## src/rtl/fft_pkg.sv

```systemverilog
// Shared FFT datapath constants and helpers: default component width, ceil-log2,
// and lane slicing offsets for packed complex lane vectors.
package fft_pkg;

  localparam int unsigned FFT_BIT = 17;

  function automatic int unsigned clog2(input int unsigned n);
    int unsigned r;
    r = 0;
    for (int unsigned i = 0; i < 32; i++) begin
      if ((64'd1 << i) < 64'(n)) r = i + 1;
    end
    return r;
  endfunction

  // Bit offset of lane k inside a packed vector of bit_w-wide components.
  function automatic int unsigned lane_off(input int unsigned k, input int unsigned bit_w);
    return k * bit_w;
  endfunction

endpackage

```

## src/rtl/fft_rot_stage.sv

```systemverilog
// One registered barrel stage: conditionally rotates all lanes left by SHIFT lanes
// (out k = in (k+SHIFT) mod LANES) and carries valid and the amount bits along.
module fft_rot_stage
  import fft_pkg::*;
#(
  parameter int unsigned BIT   = FFT_BIT,
  parameter int unsigned LANES = 4,
  parameter int unsigned SHIFT = 1,
  localparam int unsigned SEL_W = clog2(LANES)
) (
  input  logic                 iCLK,
  input  logic                 iRESET,
  input  logic                 iEN,
  input  logic                 iVALID,
  input  logic [SEL_W-1:0]     iAMT,
  input  logic [LANES*BIT-1:0] iRE,
  input  logic [LANES*BIT-1:0] iIM,
  output logic                 oVALID,
  output logic [SEL_W-1:0]     oAMT,
  output logic [LANES*BIT-1:0] oRE,
  output logic [LANES*BIT-1:0] oIM
);

  localparam int unsigned AMT_BIT = clog2(SHIFT);

  logic                 valid_q;
  logic [SEL_W-1:0]     amt_q;
  logic [LANES*BIT-1:0] re_q, re_d;
  logic [LANES*BIT-1:0] im_q, im_d;

  always_comb begin
    re_d = iRE;
    im_d = iIM;
    if (iAMT[AMT_BIT]) begin
      for (int unsigned k = 0; k < LANES; k++) begin
        re_d[lane_off(k, BIT) +: BIT] = iRE[lane_off((k + SHIFT) % LANES, BIT) +: BIT];
        im_d[lane_off(k, BIT) +: BIT] = iIM[lane_off((k + SHIFT) % LANES, BIT) +: BIT];
      end
    end
  end

  // Data loads regardless of valid; it is don't-care whenever valid is low.
  always_ff @(posedge iCLK) begin
    if (!iRESET) begin
      valid_q <= 1'b0;
      amt_q   <= '0;
      re_q    <= '0;
      im_q    <= '0;
    end else if (iEN) begin
      valid_q <= iVALID;
      amt_q   <= iAMT;
      re_q    <= re_d;
      im_q    <= im_d;
    end
  end

  assign oVALID = valid_q;
  assign oAMT   = amt_q;
  assign oRE    = re_q;
  assign oIM    = im_q;

endmodule

```

## src/rtl/fft_lane_rotator.sv

```systemverilog
// Pipelined complex lane rotator: left/right cyclic rotation by a per-beat amount with
// optional saturating conjugation, one registered barrel stage per amount bit.
module fft_lane_rotator
  import fft_pkg::*;
#(
  parameter int unsigned BIT   = FFT_BIT,
  parameter int unsigned LANES = 4,
  localparam int unsigned SEL_W = clog2(LANES)
) (
  input  logic                 iCLK,
  input  logic                 iRESET,
  input  logic                 iEN,
  input  logic                 iVALID,
  input  logic [SEL_W-1:0]     iSEL,
  input  logic                 iDIR,
  input  logic                 iCONJ,
  input  logic [LANES*BIT-1:0] iX_RE,
  input  logic [LANES*BIT-1:0] iX_IM,
  output logic                 oVALID,
  output logic [LANES*BIT-1:0] oY_RE,
  output logic [LANES*BIT-1:0] oY_IM
);

  localparam int unsigned W = LANES * BIT;
  localparam logic [BIT-1:0] MinVal = {1'b1, {(BIT-1){1'b0}}};
  localparam logic [BIT-1:0] MaxVal = {1'b0, {(BIT-1){1'b1}}};

  logic [SEL_W-1:0] sel_eff;
  logic [W-1:0]     im_conj;

  logic             valid_c [SEL_W+1];
  logic [SEL_W-1:0] amt_c   [SEL_W+1];
  logic [W-1:0]     re_c    [SEL_W+1];
  logic [W-1:0]     im_c    [SEL_W+1];

  // The most negative value has no positive counterpart, so clamp it.
  function automatic logic [BIT-1:0] neg_sat(input logic [BIT-1:0] v);
    if (v == MinVal) return MaxVal;
    return -v;
  endfunction

  // Right by sel == left by (LANES - sel) mod LANES; modular wrap is free in SEL_W bits.
  assign sel_eff = iDIR ? -iSEL : iSEL;

  always_comb begin
    im_conj = iX_IM;
    if (iCONJ) begin
      for (int unsigned k = 0; k < LANES; k++) begin
        im_conj[lane_off(k, BIT) +: BIT] = neg_sat(iX_IM[lane_off(k, BIT) +: BIT]);
      end
    end
  end

  assign valid_c[0] = iVALID;
  assign amt_c[0]   = sel_eff;
  assign re_c[0]    = iX_RE;
  assign im_c[0]    = im_conj;

  for (genvar s = 0; s < SEL_W; s++) begin : g_stage
    fft_rot_stage #(
      .BIT  (BIT),
      .LANES(LANES),
      .SHIFT(1 << s)
    ) u_stage (
      .iCLK  (iCLK),
      .iRESET(iRESET),
      .iEN   (iEN),
      .iVALID(valid_c[s]),
      .iAMT  (amt_c[s]),
      .iRE   (re_c[s]),
      .iIM   (im_c[s]),
      .oVALID(valid_c[s+1]),
      .oAMT  (amt_c[s+1]),
      .oRE   (re_c[s+1]),
      .oIM   (im_c[s+1])
    );
  end

  assign oVALID = valid_c[SEL_W];
  assign oY_RE  = re_c[SEL_W];
  assign oY_IM  = im_c[SEL_W];

endmodule

```

## config.mk

```make
export PLATFORM = sky130hd
export DESIGN_NAME = fft_lane_rotator
export DESIGN_NICKNAME = d
export VERILOG_FILES = /design/src/rtl/fft_pkg.sv /design/src/rtl/fft_rot_stage.sv /design/src/rtl/fft_lane_rotator.sv
export SDC_FILE = /design/constraint.sdc
export NUM_CORES = 1
export LEC_CHECK = 0
export CAP_MARGIN = 10
export CORE_MARGIN = 4
export CORE_UTILIZATION = 47
export DETAILED_ROUTE_END_ITERATION = 8
export PLACE_DENSITY_LB_ADDON = 0.15
export SYNTH_ARGS = -nofsm -noshare
export SYNTH_HDL_FRONTEND = slang
export SYNTH_HIERARCHICAL = 1
export SYNTH_SLANG_ARGS = --single-unit
```

## constraint.sdc

```tcl
create_clock -name iCLK -period 5.95 [get_ports iCLK]
set_clock_uncertainty 0.1 [all_clocks]
set_input_delay 1.785 -clock iCLK [delete_from_list [all_inputs] [get_ports iCLK]]
set_output_delay 1.785 -clock iCLK [all_outputs]
set_load 0.005 [all_outputs]
```

-- Word-level counts from Yosys, hierarchy flattened
Cells that the tools add are included.
- register bits: 276
- bits of input ports: 144
- add/subtract/negate cells: 5
- eq/ne operators: 4
- multiplexer cells: 22
- operators with widths (operator ; number):
    two-way mux 68 bit ; 5
    two-way mux 17 bit ; 8
    equality test 17 bit, second input constant ; 4
    negation 17 bit ; 4
    two-way mux 1 bit ; 8
    two-way mux 2 bit ; 1
    negation 2 bit ; 1

-- Logic depth before layout (Yosys ltp)
- depth after elaboration: 6
- mapped depth: 10
- gate-level depth less buffers: 9

-- Cells and area by module
Netlist, hierarchy kept.
- modules (own cells, without submodules) (module ; times used ; cells an instance ; area an instance (um^2)):
    fft_rot_stage ; 2 ; 613 ; 6372.4
    fft_lane_rotator ; 1 ; 279 ; 1722.9

-- Worst setup path after synthesis
Ideal clock, no wire load.
- path type: input port to flip-flop
- start: input iX_IM[34]
- end: register g_stage[0].u_stage.im_q[29]
- arrival time: 3.490 ns
- data required time: 5.717 ns
- setup slack: 2.227 ns
- cell stages on the path: 9
- cells stage by stage: inv_1 -> ha_1 -> or4b_4 -> or3b_1 -> o31ai_2 -> xor2_1 -> nand2_1 -> mux2i_1 -> a21oi_1
- RTL lines (item ; RTL line ; RTL):
    start, declared ; fft_lane_rotator.sv:18 ; input logic [LANES*BIT-1:0] iX_IM,
    end signal, assigned ; fft_rot_stage.sv:53 ; im_q <= im_d;
    end, declared ; fft_rot_stage.sv:29 ; logic [LANES*BIT-1:0] im_q, im_d;

==> impl_metrics.env <==
export IMPL_clk_pin_slew_worst_paths_ns=0.06
export IMPL_power_w=0.004740
export IMPL_start_util=0.4806
export IMPL_power_density_nw_per_um2=268.2
export IMPL_wl_per_cell_um=19.93
export IMPL_cts_inserted_buffers=29
export IMPL_max_cap_viol_count=0
export IMPL_rows=63
export IMPL_clock_sinks=275
export IMPL_num_fill_cells=2689
export IMPL_detailed_place_hpwl_um=30710
export IMPL_worstSetupPathType="in -> reg"
export IMPL_hold_class="reg -> reg"
export IMPL_cts_root_buffer="clkbuf_16"
export IMPL_avgViaCountPerCell=5.522
export IMPL_endpoint_kind="flop"
export IMPL_drive_above_1_share=0.1395
export IMPL_cts_tree="done"
export IMPL_relSlewSlack=0.2443
export IMPL_antenna_found_initial=0
export IMPL_grt_pass1_wl_um=64030
export IMPL_drt_total_wl_um=41910
export IMPL_critPathLaunchType="input pin"
export IMPL_die_area_um2=33410
export IMPL_detailedRoute_firstPassIterationCount=5
export IMPL_die_y_um=182.8
export IMPL_grt_ovfl_total=0
export IMPL_hold_buffers=0
export IMPL_worstSkewPairLatency_ns=0.54
export IMPL_path_cells="clkdlybuf4s50_1 > nor4_1 > nand2_1 > nor3_1 > nand4_1 > nand2_1 > mux2i_1 > a21oi_1"
export IMPL_clockBufferDepth=3
export IMPL_crit_required_ns=6.31
export IMPL_critical_path_arrival_ns=4.55
export IMPL_post_cts_resized=0
export IMPL_max_freq_mhz=238.8
export IMPL_nets=1838
export IMPL_tightest_slew_ns=1.134
export IMPL_routabilityCongestion=0.9181
export IMPL_areaGrowthSynthToFinish_pct=23.07
export IMPL_drv_slew=0
export IMPL_leakage_nw=6.570
export IMPL_portBuffers=280
export IMPL_cp_common_cell="nand2_1"
export IMPL_final_setup_viol_count=0
export IMPL_fin_crit_ns=4.187
export IMPL_rsz0062_at_grt="no"
export IMPL_setup_tns_ns=0
export IMPL_grt_max_degree=163
export IMPL_post_cts_setup_buffer_count=0
export IMPL_ios=281
export IMPL_n_antenna_cell=0
export IMPL_htreeDepth=1
export IMPL_core_area_um2=29870
export IMPL_hold_viol=0
export IMPL_peakVddDrop_mv=0.2435
export IMPL_via_count=11610
export IMPL_remaining_drc_errors=0
export IMPL_synth_nets=1644
export IMPL_grt_pass1_vias=11190
export IMPL_synth_warnings=6
export IMPL_syn_area_per_cell_um2=9.598
export IMPL_critPathMaxFanout=16
export IMPL_cpPeakStageDelay_ns=0.64
export IMPL_die_w_um=182.8
export IMPL_period_share=0.7037
export IMPL_syn_area_um2=14360
export IMPL_synthCells=1496
export IMPL_status="finished clean"
export IMPL_route_antenna_remaining_nets=0
export IMPL_track_usage=0.2392
export IMPL_crit_slowest_cell="nand4_1"
export IMPL_drt_first_iter_violations=647
[critical path: cells and delay by family]
| family | cells | cell delay (ns) |
|---|---|---|
| AOI/OAI and AO/OA | 1 | 0.19 |
| buffers and inverters | 1 | 0.49 |
| muxes | 1 | 0.14 |
| and+or+nand+nor | 5 | 1.94 |
[registers in the layout, indices dropped and copies added (netlist names)]
name / count
g_stage.u_stage/oVALID: 2
g_stage.u_stage/oIM: 136
g_stage.u_stage/oAMT: 1
g_stage.u_stage/oRE: 136
[routing by layer]
layer  vias up  GRT usage  wire [um]
li1       5818          -          -
met5         -          0          0
met2       336     0.4092      20030
met4         0    0.08433       1576
met1      5393     0.3047      17850
met3        65    0.04344       2455
[final timing paths]
kind	start	slack (ns)	depth (start not counted)	to
worst max-delay path	iX_IM[21]	1.76	8	g_stage[0].u_stage/oIM[26]
worst min-delay path	g_stage[1].u_stage/oVALID	0.42	2	g_stage[1].u_stage/oVALID
worst max register to register	g_stage[0].u_stage/oAMT[1]	3.86	3	g_stage[1].u_stage/oIM[15]
worst min register to register	g_stage[1].u_stage/oVALID	0.42	2	g_stage[1].u_stage/oVALID
[placed cells by master (no fill, tap or decap), drive strengths merged, types with 11 or more instances in the layout]
master         instances
dfxtp                275
clkbuf                47
nand2                 88
o21ai                287
xor2                  49
inv                   11
o31ai                 14
buf                   19
a21oi                275
mux2i                276
clkdlybuf4s50        276
[report_power, final]
part / switching (W) / internal (W)
registers: 0.000105 / 0.00198
logic: 0.000470 / 0.000432
clock network: 0.000727 / 0.00102
[layout make-up]
| class | instances | area, um2 | area share |
|---|---|---|---|
| multi-input cells | 1079 | 7734 | 0.4376 |
| flip-flops and latches | 275 | 5509 | 0.3117 |
| repair buffers | 295 | 2968 | 0.1679 |
| clock buffers | 47 | 893.4 | 0.05055 |
| well taps | 390 | 488.0 | 0.02761 |
| clock inverters | 7 | 42.54 | 0.002407 |
| inverters | 10 | 37.54 | 0.002124 |
[per-stage QoR]
stage               setup slack (ns)  area [um2]  hold slack (ns)  cells  utilization
global placement               1.272       16740           0.4009   2049       0.5602
detailed placement             1.261       16740           0.4126   2049       0.5602
global route                   1.450       17670           0.4569   2103       0.5915
CTS                            1.827       17670           0.4290   2103       0.5915
finish                         1.763       17670           0.4247   2103       0.5915
floorplan                      2.227       14360           0.3824   1496            -
Power figures use the tool's default switching activity.
